[src/rtl/pe_gene_fetch_ctrl_if.sv]
// Genome-memory read port and parent gene-queue ports
// for the PE gene fetch sequencer.
interface pe_gene_fetch_ctrl_if #(
  parameter int GENE_SZ = 64,
  parameter int ADDR_SZ = 10
);
  logic               mem_rd_en;
  logic [ADDR_SZ-1:0] mem_addr;
  logic [GENE_SZ-1:0] mem_rd_data;
  logic               g1_pop;
  logic               g2_pop;
  logic               g1_wr;
  logic [GENE_SZ-1:0] g1_data;
  logic               g1_last;
  logic               g2_wr;
  logic [GENE_SZ-1:0] g2_data;
  logic               g2_last;

  modport master (
    output mem_rd_en, mem_addr,
    input  mem_rd_data,
    input  g1_pop, g2_pop,
    output g1_wr, g1_data, g1_last,
    output g2_wr, g2_data, g2_last
  );

  modport slave (
    input  mem_rd_en, mem_addr,
    output mem_rd_data,
    output g1_pop, g2_pop,
    input  g1_wr, g1_data, g1_last,
    input  g2_wr, g2_data, g2_last
  );
endinterface

[src/rtl/pe_gene_fetch_ctrl.sv]
// Fetch sequencer: shares one genome read port between two
// parent gene streams with credit flow control and round-robin.
module pe_gene_fetch_ctrl #(
  parameter int GENE_SZ = 64,
  parameter int ADDR_SZ = 10,
  parameter int CNT_SZ  = 8,
  parameter int Q_DEPTH = 8
) (
  input  logic               clk,
  input  logic               rst,
  input  logic               start,
  input  logic [ADDR_SZ-1:0] p1_base,
  input  logic [CNT_SZ-1:0]  p1_len,
  input  logic [ADDR_SZ-1:0] p2_base,
  input  logic [CNT_SZ-1:0]  p2_len,
  output logic               busy,
  output logic               done,
  output logic               err,
  pe_gene_fetch_ctrl_if.master bus
);
  localparam int CR_SZ = $clog2(Q_DEPTH + 1);
  localparam logic [CR_SZ-1:0] CR_MAX = CR_SZ'(Q_DEPTH);
  localparam logic [CR_SZ-1:0] CR_ONE = CR_SZ'(1);
  localparam logic [CNT_SZ-1:0] C_ONE = CNT_SZ'(1);

  typedef enum logic [1:0] {
    IDLE, FETCH, DRAIN, DONE
  } state_t;

  state_t state_q, state_d;

  logic [ADDR_SZ-1:0] b1_q, b2_q;
  logic [CNT_SZ-1:0]  rem1_q, rem2_q;
  logic [CNT_SZ-1:0]  off1_q, off2_q;
  logic [CNT_SZ-1:0]  rem1_n, rem2_n;
  logic [CR_SZ-1:0]   cr1_q, cr2_q;
  logic               ptr_q;
  logic               vld_q, tag_q, last_q;
  logic               err_q;
  logic               el1, el2, gnt1, gnt2;
  logic [GENE_SZ-1:0] rd_data;

  assign rd_data = bus.mem_rd_data;
  assign err     = err_q;

  always_ff @(posedge clk) begin
    if (rst) state_q <= IDLE;
    else     state_q <= state_d;
  end

  always_comb begin
    state_d = state_q;
    unique case (state_q)
      IDLE:
        if (start)
          state_d = (p1_len == '0 && p2_len == '0)
                  ? DONE : FETCH;
      FETCH:
        if (rem1_n == '0 && rem2_n == '0)
          state_d = DRAIN;
      // read latency is one cycle: the last read lands now
      DRAIN:   state_d = DONE;
      DONE:    state_d = IDLE;
      default: state_d = IDLE;
    endcase
  end

  always_comb begin
    busy = (state_q == FETCH) || (state_q == DRAIN);
    done = (state_q == DONE);
    el1  = (state_q == FETCH) && rem1_q != '0
         && cr1_q != '0;
    el2  = (state_q == FETCH) && rem2_q != '0
         && cr2_q != '0;
    gnt1 = el1 && (!el2 || !ptr_q);
    gnt2 = el2 && !gnt1;
    rem1_n = rem1_q - CNT_SZ'(gnt1);
    rem2_n = rem2_q - CNT_SZ'(gnt2);
    bus.mem_rd_en = gnt1 || gnt2;
    unique case (1'b1)
      gnt1:    bus.mem_addr = b1_q + ADDR_SZ'(off1_q);
      gnt2:    bus.mem_addr = b2_q + ADDR_SZ'(off2_q);
      default: bus.mem_addr = '0;
    endcase
    bus.g1_wr   = vld_q && !tag_q;
    bus.g2_wr   = vld_q && tag_q;
    bus.g1_last = vld_q && !tag_q && last_q;
    bus.g2_last = vld_q && tag_q && last_q;
    bus.g1_data = rd_data;
    bus.g2_data = rd_data;
  end

  always_ff @(posedge clk) begin
    if (rst) begin
      b1_q   <= '0;
      b2_q   <= '0;
      rem1_q <= '0;
      rem2_q <= '0;
      off1_q <= '0;
      off2_q <= '0;
      ptr_q  <= 1'b0;
      vld_q  <= 1'b0;
      tag_q  <= 1'b0;
      last_q <= 1'b0;
    end else begin
      vld_q  <= gnt1 || gnt2;
      tag_q  <= gnt2;
      last_q <= gnt1 ? (rem1_q == C_ONE)
                     : (rem2_q == C_ONE);
      if (state_q == IDLE && start) begin
        b1_q   <= p1_base;
        b2_q   <= p2_base;
        rem1_q <= p1_len;
        rem2_q <= p2_len;
        off1_q <= '0;
        off2_q <= '0;
        ptr_q  <= 1'b0;
      end
      if (gnt1) begin
        off1_q <= off1_q + C_ONE;
        rem1_q <= rem1_n;
      end
      if (gnt2) begin
        off2_q <= off2_q + C_ONE;
        rem2_q <= rem2_n;
      end
      if (el1 && el2) ptr_q <= gnt1;
    end
  end

  // a pop against a full credit pool is dropped and flagged
  always_ff @(posedge clk) begin
    if (rst) begin
      cr1_q <= CR_MAX;
      cr2_q <= CR_MAX;
      err_q <= 1'b0;
    end else begin
      unique case ({gnt1, bus.g1_pop})
        2'b10: cr1_q <= cr1_q - CR_ONE;
        2'b01:
          if (cr1_q == CR_MAX) err_q <= 1'b1;
          else cr1_q <= cr1_q + CR_ONE;
        default: ;
      endcase
      unique case ({gnt2, bus.g2_pop})
        2'b10: cr2_q <= cr2_q - CR_ONE;
        2'b01:
          if (cr2_q == CR_MAX) err_q <= 1'b1;
          else cr2_q <= cr2_q + CR_ONE;
        default: ;
      endcase
    end
  end
endmodule

[src/flat_wrapper.sv]
// flat-port wrapper written by rule: the top's interface ports become plain ports
module pe_gene_fetch_ctrl_flat 
#(
  parameter int GENE_SZ = 64,
  parameter int ADDR_SZ = 10,
  parameter int CNT_SZ  = 8,
  parameter int Q_DEPTH = 8
)
  (clk, rst, start, p1_base, p1_len, p2_base, p2_len, busy, done, err, bus_mem_rd_en, bus_mem_addr, bus_mem_rd_data, bus_g1_pop, bus_g2_pop, bus_g1_wr, bus_g1_data, bus_g1_last, bus_g2_wr, bus_g2_data, bus_g2_last);
  pe_gene_fetch_ctrl_if #(.GENE_SZ(GENE_SZ), .ADDR_SZ(ADDR_SZ)) bus_i ();
  input  logic clk;
  input  logic rst;
  input  logic start;
  input  logic [ADDR_SZ-1:0] p1_base;
  input  logic [CNT_SZ-1:0] p1_len;
  input  logic [ADDR_SZ-1:0] p2_base;
  input  logic [CNT_SZ-1:0] p2_len;
  output logic busy;
  output logic done;
  output logic err;
  output wire logic [$bits(bus_i.mem_rd_en)-1:0] bus_mem_rd_en;
  output wire logic [$bits(bus_i.mem_addr)-1:0] bus_mem_addr;
  input wire logic [$bits(bus_i.mem_rd_data)-1:0] bus_mem_rd_data;
  input wire logic [$bits(bus_i.g1_pop)-1:0] bus_g1_pop;
  input wire logic [$bits(bus_i.g2_pop)-1:0] bus_g2_pop;
  output wire logic [$bits(bus_i.g1_wr)-1:0] bus_g1_wr;
  output wire logic [$bits(bus_i.g1_data)-1:0] bus_g1_data;
  output wire logic [$bits(bus_i.g1_last)-1:0] bus_g1_last;
  output wire logic [$bits(bus_i.g2_wr)-1:0] bus_g2_wr;
  output wire logic [$bits(bus_i.g2_data)-1:0] bus_g2_data;
  output wire logic [$bits(bus_i.g2_last)-1:0] bus_g2_last;
  assign bus_mem_rd_en = bus_i.mem_rd_en;
  assign bus_mem_addr = bus_i.mem_addr;
  assign bus_i.mem_rd_data = bus_mem_rd_data;
  assign bus_i.g1_pop = bus_g1_pop;
  assign bus_i.g2_pop = bus_g2_pop;
  assign bus_g1_wr = bus_i.g1_wr;
  assign bus_g1_data = bus_i.g1_data;
  assign bus_g1_last = bus_i.g1_last;
  assign bus_g2_wr = bus_i.g2_wr;
  assign bus_g2_data = bus_i.g2_data;
  assign bus_g2_last = bus_i.g2_last;
  pe_gene_fetch_ctrl #(.GENE_SZ(GENE_SZ), .ADDR_SZ(ADDR_SZ), .CNT_SZ(CNT_SZ), .Q_DEPTH(Q_DEPTH)) u_core (.clk(clk), .rst(rst), .start(start), .p1_base(p1_base), .p1_len(p1_len), .p2_base(p2_base), .p2_len(p2_len), .busy(busy), .done(done), .err(err), .bus(bus_i));
endmodule
[config.mk]
export PLATFORM = sky130hd
export DESIGN_NAME = pe_gene_fetch_ctrl_flat
export DESIGN_NICKNAME = d
export VERILOG_FILES = /design/src/rtl/pe_gene_fetch_ctrl_if.sv /design/src/rtl/pe_gene_fetch_ctrl.sv /design/src/flat_wrapper.sv
export SDC_FILE = /design/constraint.sdc
export NUM_CORES = 1
export LEC_CHECK = 0
export ABC_CLOCK_PERIOD_IN_PS = 9140
export CAP_MARGIN = 20
export CORE_MARGIN = 5
export CORE_UTILIZATION = 47
export CTS_BUF_LIST = sky130_fd_sc_hd__clkbuf_4
export DETAILED_ROUTE_END_ITERATION = 8
export PLACE_DENSITY_LB_ADDON = 0.1
export SLEW_MARGIN = 20
export SYNTH_ARGS = -nofsm -noshare
export SYNTH_HDL_FRONTEND = slang
export SYNTH_SLANG_ARGS = --single-unit
[constraint.sdc]
create_clock -name clk -period 9.14 [get_ports clk]
set_clock_uncertainty 0.2 [all_clocks]
set_input_delay 1.371 -clock clk [delete_from_list [all_inputs] [get_ports clk]]
set_output_delay 1.371 -clock clk [all_outputs]
set_load 0.1 [all_outputs]
==> qor.yml <==
status:
  outcome: "complete, no violations"
sta:
  setup_tns_ps: 0
  rsz0062_at_grt: "no"
  period_needed_ps: 5860
  slew_headroom_pct: 31.47
  fin_crit_sh_pct: 64.11
  max_freq_mhz: 170.6
  finalMaxSlewViolations: 0
  finalHoldViolCount: 0
  setup_viol: 0
  worst_slew_pin_slew_ps: 1023
setup_path:
  max_stage_delay_ps: 1180
  worst-path-max-fanout: 34
  crit_path_start_kind: "flip-flop"
  cp_top_family: "buffers and inverters"
  end_kind: "primary output"
  r2r_start: "u_core.state_q[1]"
  worstPathRequired_ps: 7570
  cp.arrival_ps: 4290
  r2r_slack_ps: 4230
  cp.depth: 10
  reg2reg_to: "u_core.state_q[0]"
  worst-path-buf-inv: 4
  path_cells: "inv_1 > ha_1 > o41ai_1 > a31oi_1 > o21ai_4 > buf_4 > inv_2 > nand4_1 > o211ai_1 > clkdlybuf4s50_1"
  cp_slowest_cell: "clkdlybuf4s50_1"
  r2r.worst_path.cells: 14
  crit_type: "reg2out"
floorplan:
  fp.dieW_um: 118.7
  row_count: 39
  die-area_um2: 14090
  ios: 251
  start_util_pct: 48.24
  core_um2: 11520
  die_h_um: 118.7
detailed_routing:
  firstDrtPassIters: 5
  routedWlPerCell_um: 17.08
  postRouteAntennaNets: 0
  wl_mm: 12.97
  drc_errors: 0
  viasPerCell: 5.850
  drtIter0Drc: 227
  vias: 4440
synthesis:
  yosysTopAreaCellShare_pct: 24.14
  yosysMostFrequentCell: "buf_4"
  synthArstFlopShare_pct: 0
  yosysSeqAreaShare_pct: 24.14
  ys_top_cells_by_area: "dfxtp_1 (24%), buf_4 (17%), ha_1 (7.2%), nand2_1 (5.5%), a21oi_1 (4.6%)"
  postSynthCellCount: 699
  synth_commonest_cells: "buf_4 (129), nand2_1 (81), dfxtp_1 (67)"
  synth_edf_count: 0
  yosysUniqueCellTypes: 66
  synth-seq-cells: 67
  syn_nets: 840
  avgSynthCellArea_um2: 7.948
  yosys.area.top_type: "dfxtp_1"
  synth.cell_area_um2: 5555
  ys.flop_type: "dfxtp_1"
  ys_warn_count: 0
clock_tree:
  cts-resized-gates: 0
  cts_max_path_buffers: 2
  htreeDepth: 3
  cts_hold_buf: 0
  cts_root_buf: "clkbuf_4"
  cts_buffers: 9
  clkTransAtPathRegs_ps: 110
  worstSkewPairLatency_ps: 450
  postCtsSetupRepairBufs: 0
  clock_sinks: 67
  cts_tree: "built"
finish:
  layout-drive-gt1-share_pct: 7.305
  instances_no_fill: 759
  n_antenna_cell: 0
  syn2layout_area_growth_pct: -3.446
  final_nets: 752
  nFillCells: 1145
global_routing:
  grt_overflow_total: 0
  grt_max_degree: 69
  antenna_found_initial: 0
  grt_pass1_vias: 4350
  track_usage_pct: 18.61
  grt_pass1_wl_mm: 21.49
pwr:
  power_density_nw_per_um2: 308.7
  p_leak_nw: 2.017
  vdd_drop_max_uv: 102.6
flow_run:
  cap_violations: 0
placed_design:
  io_buffers: 58
  gp_congestion: 0.8368
  dp_hpwl_mm: 9.115
  placed_cells: 743
min_path:
  worstHoldPathType: "reg2reg"
  hold_end: "u_core.b1_q[2]"
  holdPathStages: 2
  min_from: "u_core.b1_q[2]"
worst register-to-register path, delay by kind of cell, from the launching register on:
family	cells	cell delay, ps
AO/OA/AOI/OAI	6	2170
buffers and inverters	3	800
AND/OR/NAND/NOR	2	670
adder cells (fa/ha/maj)	3	620
flip-flops	1	360
how the worst max path moves through the flow:
stage / startpoint / endpoint
floorplan: u_core.rem1_q[4] / bus_mem_addr[7]
global placement: u_core.state_q[1] / bus_mem_addr[9]
detailed placement: u_core.state_q[1] / bus_mem_addr[9]
finish: u_core.state_q[1] / bus_mem_addr[9]
global route: u_core.state_q[1] / bus_mem_addr[9]
CTS: u_core.state_q[1] / bus_mem_addr[9]
metal layers:
layer | part of all wire, % | track usage [%] | vias to the layer above
li1 | - | - | 2202
met1 | 45 | 22.81 | 2055
met2 | 47 | 30.73 | 158
met3 | 6.9 | 6.256 | 25
met4 | 1.8 | 6.155 | 0
met5 | 0 | 0 | -
cells by family (layout without fill, tap and decap cells):
| group | Yosys count | after routing | share of synthesized area [%] |
|---|---|---|---|
| buffers and inverters | 181 | 98 | 21.49 |
| xor gates and xnor gates | 18 | 18 | 2.838 |
| adders and majority gates | 36 | 36 | 8.649 |
| AOI/OAI and AO/OA | 160 | 160 | 19.91 |
| and+or+nand+nor | 221 | 221 | 19.86 |
| DFF | 67 | 67 | 24.14 |
| muxes | 16 | 16 | 3.108 |
report_power, final:
group | switching [mW] | total (mW) | internal [mW]
Clock | 0.117 | 0.203 | 0.0862
Combinational | 0.667 | 1.01 | 0.343
Sequential | 0.0793 | 0.443 | 0.364
placed cells by master (no fill, tap or decap), types with 6 or more instances in the layout:
| cell type | instances |
|---|---|
| a31oi_1 | 11 |
| or3_1 | 8 |
| nor3_1 | 14 |
| dfxtp_1 | 67 |
| a21oi_1 | 51 |
| o22ai_1 | 6 |
| ha_1 | 32 |
| nor4_1 | 7 |
| a311oi_1 | 8 |
| xor2_1 | 7 |
| clkbuf_4 | 10 |
| o211ai_1 | 8 |
| clkdlybuf4s50_1 | 57 |
| inv_1 | 17 |
| a211oi_1 | 7 |
| nand3_1 | 36 |
| o21ai_0 | 15 |
| nand4_1 | 9 |
| mux2i_1 | 9 |
| and3_1 | 9 |
| nand2_1 | 81 |
| nor2_1 | 18 |
| mux2_2 | 6 |
| nand2b_1 | 11 |
| xnor2_1 | 11 |
| a21o_1 | 7 |
through the flow:
step / area (um2) / util (%) / hold slack [ps] / setup WS, ps / power [mW]
3_3_place_gp: 5225 / 45.37 / 249.5 / 3875 / 1.445
4_1_cts: 5364 / 46.58 / 274.1 / 3271 / 1.670
5_1_grt: 5364 / 46.58 / 280.4 / 3012 / 1.791
2_1_floorplan: 5555 / - / 240.0 / 3445 / 1.507
6_report: 5364 / 46.58 / 267.0 / 3280 / 1.656
3_5_place_dp: 5225 / 45.37 / 256.1 / 3795 / 1.457
registers in the layout, summed over array words and instances (netlist names), 2 cells and up:
signal          count
u_core.rem2_q       8
u_core.b2_q        10
u_core.off2_q       8
u_core.off1_q       8
u_core.cr2_q        4
u_core.b1_q        10
u_core.state_q      2
u_core.cr1_q        4
u_core.rem1_q       8
final cells by class:
type,instances,area (um2),area share [%]
Timing Repair Buffer,63,613.1,11.43
Multi-Input combinational cell,451,3020,56.31
Sequential cell,67,1341,25.01
Clock buffer,10,75.07,1.400
Clock inverter,6,63.81,1.190
Tap cell,143,178.9,3.336
Inverter,19,71.32,1.330
Power figures use the tool's default switching activity.
